### config.mk
export PLATFORM = sky130hd
export DESIGN_NAME = store_unit_flat
export DESIGN_NICKNAME = d
export VERILOG_FILES = /design/src/rtl/store_unit_if.sv /design/src/rtl/store_unit.sv /design/src/flat_wrapper.sv
export SDC_FILE = /design/constraint.sdc
export NUM_CORES = 1
export LEC_CHECK = 0
export BUFFER_PORTS_ARGS = -buffer_cell sky130_fd_sc_hd__buf_2
export CORE_MARGIN = 1.5
export CORE_UTILIZATION = 50
export CTS_CLUSTER_DIAMETER = 50
export DETAILED_ROUTE_END_ITERATION = 10
export GPL_ROUTABILITY_DRIVEN = 1
export PLACE_DENSITY = 0.72
export SLEW_MARGIN = 25
export SYNTH_ARGS = -nofsm -noshare
export SYNTH_HDL_FRONTEND = slang
export SYNTH_SLANG_ARGS = --single-unit
### constraint.sdc
create_clock -name clk -period 2.3 [get_ports clk]
set_input_delay 0.23 -clock clk [delete_from_list [all_inputs] [get_ports clk]]
set_output_delay 0.23 -clock clk [all_outputs]
set_load 0.01 [all_outputs]
### src/rtl/store_unit_if.sv
// Store unit bus bundle: pipeline request side plus data-memory write port.
// The slave modport is the store unit; the master modport is its environment.
interface store_unit_if;
   logic        req_valid;
   logic        req_ready;
   logic [2:0]  store_control;
   logic [31:0] base_addr;
   logic [11:0] imm;
   logic [31:0] store_data;
   logic        mem_wvalid;
   logic        mem_wready;
   logic [31:0] mem_addr;
   logic [31:0] mem_wdata;
   logic [3:0]  mem_wstrb;
   logic        misalign_err;
   logic [31:0] err_addr;
   logic        buf_empty;

   modport master (
      output req_valid, store_control, base_addr, imm, store_data, mem_wready,
      input  req_ready, mem_wvalid, mem_addr, mem_wdata, mem_wstrb,
             misalign_err, err_addr, buf_empty
   );

   modport slave (
      input  req_valid, store_control, base_addr, imm, store_data, mem_wready,
      output req_ready, mem_wvalid, mem_addr, mem_wdata, mem_wstrb,
             misalign_err, err_addr, buf_empty
   );
endinterface

### src/rtl/store_unit.sv
// Store unit: effective-address generation, alignment check, byte-lane
// formatting and an in-order store buffer feeding the data-memory write port.
module store_unit #(
   parameter int unsigned DEPTH = 4
) (
   input logic         clk,
   input logic         rst_n,
   store_unit_if.slave bus
);
   localparam int unsigned PTR_W = $clog2(DEPTH);
   localparam logic [PTR_W:0] FULL = (PTR_W+1)'(DEPTH);

   // Store control encodings (processor_defines.sv)
   localparam logic [2:0] SB      = 3'b000;
   localparam logic [2:0] SH      = 3'b001;
   localparam logic [2:0] SW      = 3'b010;
   localparam logic [2:0] STR_NOP = 3'b111;

   logic [31:0]      ea;
   logic [1:0]       off;
   logic [31:0]      fmt_wdata;
   logic [3:0]       fmt_wstrb;
   logic             fmt_ok;
   logic             fmt_bad;
   logic             accept;
   logic             push;
   logic             pop;

   logic [31:0]      addr_q [DEPTH];
   logic [31:0]      data_q [DEPTH];
   logic [3:0]       strb_q [DEPTH];
   logic [PTR_W-1:0] wr_ptr_q;
   logic [PTR_W-1:0] rd_ptr_q;
   logic [PTR_W:0]   count_q;
   logic [PTR_W:0]   count_d;
   logic             err_q;
   logic [31:0]      err_addr_q;

   assign ea  = bus.base_addr + {{20{bus.imm[11]}}, bus.imm};
   assign off = ea[1:0];

   // Lane formatting and alignment classification of the incoming store
   always_comb begin
      fmt_ok    = 1'b0;
      fmt_bad   = 1'b0;
      fmt_wdata = '0;
      fmt_wstrb = '0;
      case (bus.store_control)
         SB: begin
            fmt_ok    = 1'b1;
            fmt_wstrb = 4'b0001 << off;
            fmt_wdata = {4{bus.store_data[7:0]}};
         end
         SH: begin
            fmt_wdata = {2{bus.store_data[15:0]}};
            if (off == 2'd0) begin
               fmt_ok    = 1'b1;
               fmt_wstrb = 4'b0011;
            end else if (off == 2'd2) begin
               fmt_ok    = 1'b1;
               fmt_wstrb = 4'b1100;
            end else begin
               fmt_bad = 1'b1;
            end
         end
         SW: begin
            fmt_wdata = bus.store_data;
            if (off == 2'd0) begin
               fmt_ok    = 1'b1;
               fmt_wstrb = 4'b1111;
            end else begin
               fmt_bad = 1'b1;
            end
         end
         STR_NOP: ;   // accepted and dropped
         default: ;   // unknown codes behave as a NOP
      endcase
   end

   // Ready depends only on occupancy so it never loops back through req_valid
   assign bus.req_ready = (count_q != FULL);
   assign accept        = bus.req_valid && bus.req_ready;
   assign push          = accept && fmt_ok;
   assign pop           = bus.mem_wvalid && bus.mem_wready;

   // Occupancy next-state; push and pop together leave it unchanged
   always_comb begin
      count_d = count_q;
      case ({push, pop})
         2'b10:   count_d = count_q + 1'b1;
         2'b01:   count_d = count_q - 1'b1;
         default: count_d = count_q;
      endcase
   end

   // Buffer storage; cleared on reset so the idle write port reads zero
   always_ff @(posedge clk or negedge rst_n) begin
      if (!rst_n) begin
         for (int i = 0; i < DEPTH; i++) begin
            addr_q[i] <= '0;
            data_q[i] <= '0;
            strb_q[i] <= '0;
         end
      end else if (push) begin
         addr_q[wr_ptr_q] <= {ea[31:2], 2'b00};
         data_q[wr_ptr_q] <= fmt_wdata;
         strb_q[wr_ptr_q] <= fmt_wstrb;
      end
   end

   // Pointers and occupancy; pointers wrap naturally at the power-of-two depth
   always_ff @(posedge clk or negedge rst_n) begin
      if (!rst_n) begin
         wr_ptr_q <= '0;
         rd_ptr_q <= '0;
         count_q  <= '0;
      end else begin
         if (push) wr_ptr_q <= wr_ptr_q + 1'b1;
         if (pop)  rd_ptr_q <= rd_ptr_q + 1'b1;
         count_q <= count_d;
      end
   end

   // Misalignment pulse and sticky faulting address
   always_ff @(posedge clk or negedge rst_n) begin
      if (!rst_n) begin
         err_q      <= 1'b0;
         err_addr_q <= '0;
      end else begin
         err_q <= accept && fmt_bad;
         if (accept && fmt_bad) err_addr_q <= ea;
      end
   end

   assign bus.mem_wvalid   = (count_q != '0);
   assign bus.buf_empty    = (count_q == '0);
   assign bus.mem_addr     = addr_q[rd_ptr_q];
   assign bus.mem_wdata    = data_q[rd_ptr_q];
   assign bus.mem_wstrb    = strb_q[rd_ptr_q];
   assign bus.misalign_err = err_q;
   assign bus.err_addr     = err_addr_q;
endmodule

### src/flat_wrapper.sv
// flat-port wrapper written by rule: the top's interface ports become plain ports
module store_unit_flat 
#(
   parameter int unsigned DEPTH = 4
)
  (clk, rst_n, bus_req_valid, bus_store_control, bus_base_addr, bus_imm, bus_store_data, bus_mem_wready, bus_req_ready, bus_mem_wvalid, bus_mem_addr, bus_mem_wdata, bus_mem_wstrb, bus_misalign_err, bus_err_addr, bus_buf_empty);
  store_unit_if bus_i ();
  input logic clk;
  input logic rst_n;
  input wire logic [$bits(bus_i.req_valid)-1:0] bus_req_valid;
  input wire logic [$bits(bus_i.store_control)-1:0] bus_store_control;
  input wire logic [$bits(bus_i.base_addr)-1:0] bus_base_addr;
  input wire logic [$bits(bus_i.imm)-1:0] bus_imm;
  input wire logic [$bits(bus_i.store_data)-1:0] bus_store_data;
  input wire logic [$bits(bus_i.mem_wready)-1:0] bus_mem_wready;
  output wire logic [$bits(bus_i.req_ready)-1:0] bus_req_ready;
  output wire logic [$bits(bus_i.mem_wvalid)-1:0] bus_mem_wvalid;
  output wire logic [$bits(bus_i.mem_addr)-1:0] bus_mem_addr;
  output wire logic [$bits(bus_i.mem_wdata)-1:0] bus_mem_wdata;
  output wire logic [$bits(bus_i.mem_wstrb)-1:0] bus_mem_wstrb;
  output wire logic [$bits(bus_i.misalign_err)-1:0] bus_misalign_err;
  output wire logic [$bits(bus_i.err_addr)-1:0] bus_err_addr;
  output wire logic [$bits(bus_i.buf_empty)-1:0] bus_buf_empty;
  assign bus_i.req_valid = bus_req_valid;
  assign bus_i.store_control = bus_store_control;
  assign bus_i.base_addr = bus_base_addr;
  assign bus_i.imm = bus_imm;
  assign bus_i.store_data = bus_store_data;
  assign bus_i.mem_wready = bus_mem_wready;
  assign bus_req_ready = bus_i.req_ready;
  assign bus_mem_wvalid = bus_i.mem_wvalid;
  assign bus_mem_addr = bus_i.mem_addr;
  assign bus_mem_wdata = bus_i.mem_wdata;
  assign bus_mem_wstrb = bus_i.mem_wstrb;
  assign bus_misalign_err = bus_i.misalign_err;
  assign bus_err_addr = bus_i.err_addr;
  assign bus_buf_empty = bus_i.buf_empty;
  store_unit #(.DEPTH(DEPTH)) u_core (.clk(clk), .rst_n(rst_n), .bus(bus_i));
endmodule
==> reports/metrics.cfg <==
[status]
outcome = complete, no violations

[sta]
finalClockSkew_ps = 12.6
worst_pin_slew_ps = 565
fin_ws_ps = 45.8
slew_headroom_pct = 62.1
rsz0062_at_grt = true
timing.final.hold_violations = 0
setup_viol_count_final = 0
fin_crit_ps = 2250
post-route-period-util_pct = 98.0
slew_viol_final = 0
fmax_ghz = 0.444

[clocking]
clock-root-buffer = clkbuf_16
clock_latency_ps = 510
cts_made_buffers = 36
htreeDepth = 2
clkSinkCount = 304
tritoncts = yes
clk_pin_slew_worst_paths_ps = 60
clock_path_buffers = 3

[critical_path]
worstPathArrival_ps = 2020
ff2ff_setup_slack_ps = 240
cp.required_ps = 2070
end_kind = output pin
r2r_cells = 8
crit_slowest_cell = mux4_2
critPathKind = flip-flop to output pin
start_kind = flip-flop
cp_max_fo = 26
path_cells = buf_16 > mux4_2 > buf_6
rr_endpoint = u_core.count_q[2]
reg2reg_from = u_core.count_q[1]
max_stage_delay_ps = 610

[die]
die_height_microns = 175
num_rows = 62
die_w_microns = 175
die-area_sq_um = 30700
initial_core_util_pct = 51.2
ioPinCount = 187
core_area_sq_um = 28900

[layout]
finalNonFillerCells = 2159
nets = 1871
antenna_cells = 0
area_growth_pct = 25.4
final_area_sq_um = 18600
n_fill_cell = 2373
drive_gt1_share_pct = 28.6

[routing]
num_vias = 11921
wl_met3_microns = 2270
m1WireLength_microns = 17000
drt-wirelength-per-cell_microns = 17.8
viasPerCell = 5.52
first_pass_iters = 5
route.met2.wl_microns = 18200
drcViolationCount = 0
antenna_left = 0
maxUsedRoutingLayer = met5
drt-initial-drc-count = 857
wl_microns = 38500

[grt]
grt_overflow_total = 0
antenna_found_initial = 3
grt_pass1_wl_microns = 62800
grt_usage_pct = 25.8
grt_max_degree = 86
grt_pass1_vias = 12008

[synthesis]
syn-cell-area_sq_um = 14800
synth_cells = 1474
synthTopCellsByCount = nand2_1, dfrtp_1, o21ai_0, clkbuf_1, mux4_2
ys_seq_elements = 304
synth_top_area_share_pct = 51.3
yosysTopAreaCell = dfrtp_1
synth.distinct_cells = 59
synth_warnings = 0
yosysMostFrequentCell = nand2_1
yosysSeqAreaShare_pct = 51.3
async_flop_share_pct = 100
synth_edf_count = 0
synthTopCellsByArea = dfrtp_1, mux4_2, nand2_1
syn_avg_cell_area_sq_um = 10.1
ys.flop_type = dfrtp_1

[power]
ir_worst_vdd_mv = 0.533
p_leak_nw = 8.95
cellPowerDensity_nw_per_um2 = 1260

[hold_path]
min_to = u_core.data_q[33]
hp-class = input pin to flip-flop
whs_path_depth = 3
hold_start = bus_store_data[1]

[placement]
hpwl_microns = 27000
gp_congestion = 0.936
pre_cts_slack_ps = -443
portBuffers = 184
place_area_sq_um = 17200
dp_cells = 2092

[flow_run]
cap_violations = 0

[kinds of logic after synthesis]
group | after synthesis | share of synthesized area, %
AND/OR/NAND/NOR | 512 | 14.6
AO/OA/AOI/OAI | 401 | 15.1
flip-flops | 304 | 51.3
buffers and inverters | 111 | 3.01
multiplexers | 72 | 10.5
adder cells (fa/ha/maj) | 38 | 3.31
XOR/XNOR | 35 | 2.07
other | 1 | 0.0253
[how the worst max path moves through the flow]
| stage | slack, ps | start | cells after the start | endpoint |
|---|---|---|---|---|
| floorplan | -140 | bus_imm[0] | 15 | u_core.count_q[2] |
| global placement | -370 | bus_imm[0] | 14 | u_core.addr_q[58] |
| detailed placement | -440 | bus_imm[0] | 14 | u_core.addr_q[94] |
| CTS | 10 | u_core.rd_ptr_q[0] | 3 | bus_mem_addr[19] |
| global route | -30 | u_core.rd_ptr_q[0] | 3 | bus_mem_addr[15] |
| finish | 50 | u_core.rd_ptr_q[0] | 3 | bus_mem_addr[19] |
[final cells by class]
class / instances / area (sq um) / area share [%]
Clock buffer: 50 / 1020 / 5.51
Clock inverter: 13 / 134 / 0.720
Inverter: 14 / 52.6 / 0.283
Multi-Input combinational cell: 1060 / 6890 / 37.1
Sequential cell: 304 / 7610 / 41.0
Tap cell: 384 / 480 / 2.59
Timing Repair Buffer: 334 / 2390 / 12.9
[critical path, delay by kind of cell (launching register included)]
family / cells / cell delay (ps)
multiplexers: 1 / 610
flip-flops: 1 / 500
buffers and inverters: 2 / 400
[layout by cell type, fill, tap and decap left out, drive strengths merged, types with 5 or more instances in the layout]
| cell type | netlist | layout |
|---|---|---|
| nand2 | 389 | 389 |
| buf | 27 | 332 |
| dfrtp | 304 | 304 |
| o21ai | 284 | 284 |
| mux4 | 66 | 66 |
| a21oi | 58 | 58 |
| clkbuf | 70 | 50 |
| ha | 36 | 36 |
| nor2 | 27 | 27 |
| nand2b | 25 | 25 |
| xor2 | 19 | 19 |
| inv | 14 | 19 |
| xnor2 | 16 | 16 |
| nand3 | 15 | 15 |
| a21o | 14 | 14 |
| nor2b | 10 | 10 |
| or2 | 10 | 10 |
| and2 | 9 | 9 |
| a31oi | 9 | 9 |
| and3 | 6 | 6 |
| nor3 | 6 | 6 |
| mux2 | 6 | 6 |
| o21a | 6 | 6 |
| clkinv | 0 | 6 |
| o211ai | 5 | 5 |
[repair_timing]
action	in CTS	in global routing
buffers inserted	2	0
gates resized for setup	2	26
hold buffers	2	0
setup endpoints to repair	60	49
cloned	0	0
endpoints found under the hold margin	56	0
pin swaps	0	4
[sequential cells by signal, indices dropped and copies added (netlist names)]
register / cells
u_core.data_q: 128
u_core.addr_q: 120
u_core.bus.err_addr: 32
u_core.strb_q: 16
u_core.count_q: 3
u_core.rd_ptr_q: 2
u_core.wr_ptr_q: 2
u_core.bus.misalign_err: 1
[per-stage QoR]
step | total power [mW] | setup TNS, ps | hold WS, ps | util, %
after floorplan | 14.1 | -244 | -65.6 | -
after global placement | 17.3 | -43120 | 196 | 59.5
after detailed placement | 17.6 | -51350 | 196 | 59.5
after CTS | 23.3 | 0 | 3.00 | 63.7
after global routing | 24.9 | -194 | 18.7 | 64.2
final | 23.4 | 0 | 18.9 | 64.2
[power breakdown]
group	total, mW	internal [mW]	leakage [nW]	switching (mW)
clock	5.52	3.27	0.565	2.25
sequential	9.09	7.75	3.94	1.34
combinational	8.79	4.31	4.44	4.48
[metal layers]
layer | GRT usage [%] | vias to the layer above
met4 | 7.69 | 6
met5 | 0 | -
li1 | - | 5671
met3 | 4.26 | 78
met2 | 41.8 | 375
met1 | 36.0 | 5791
(Power assumes the default switching activity.)
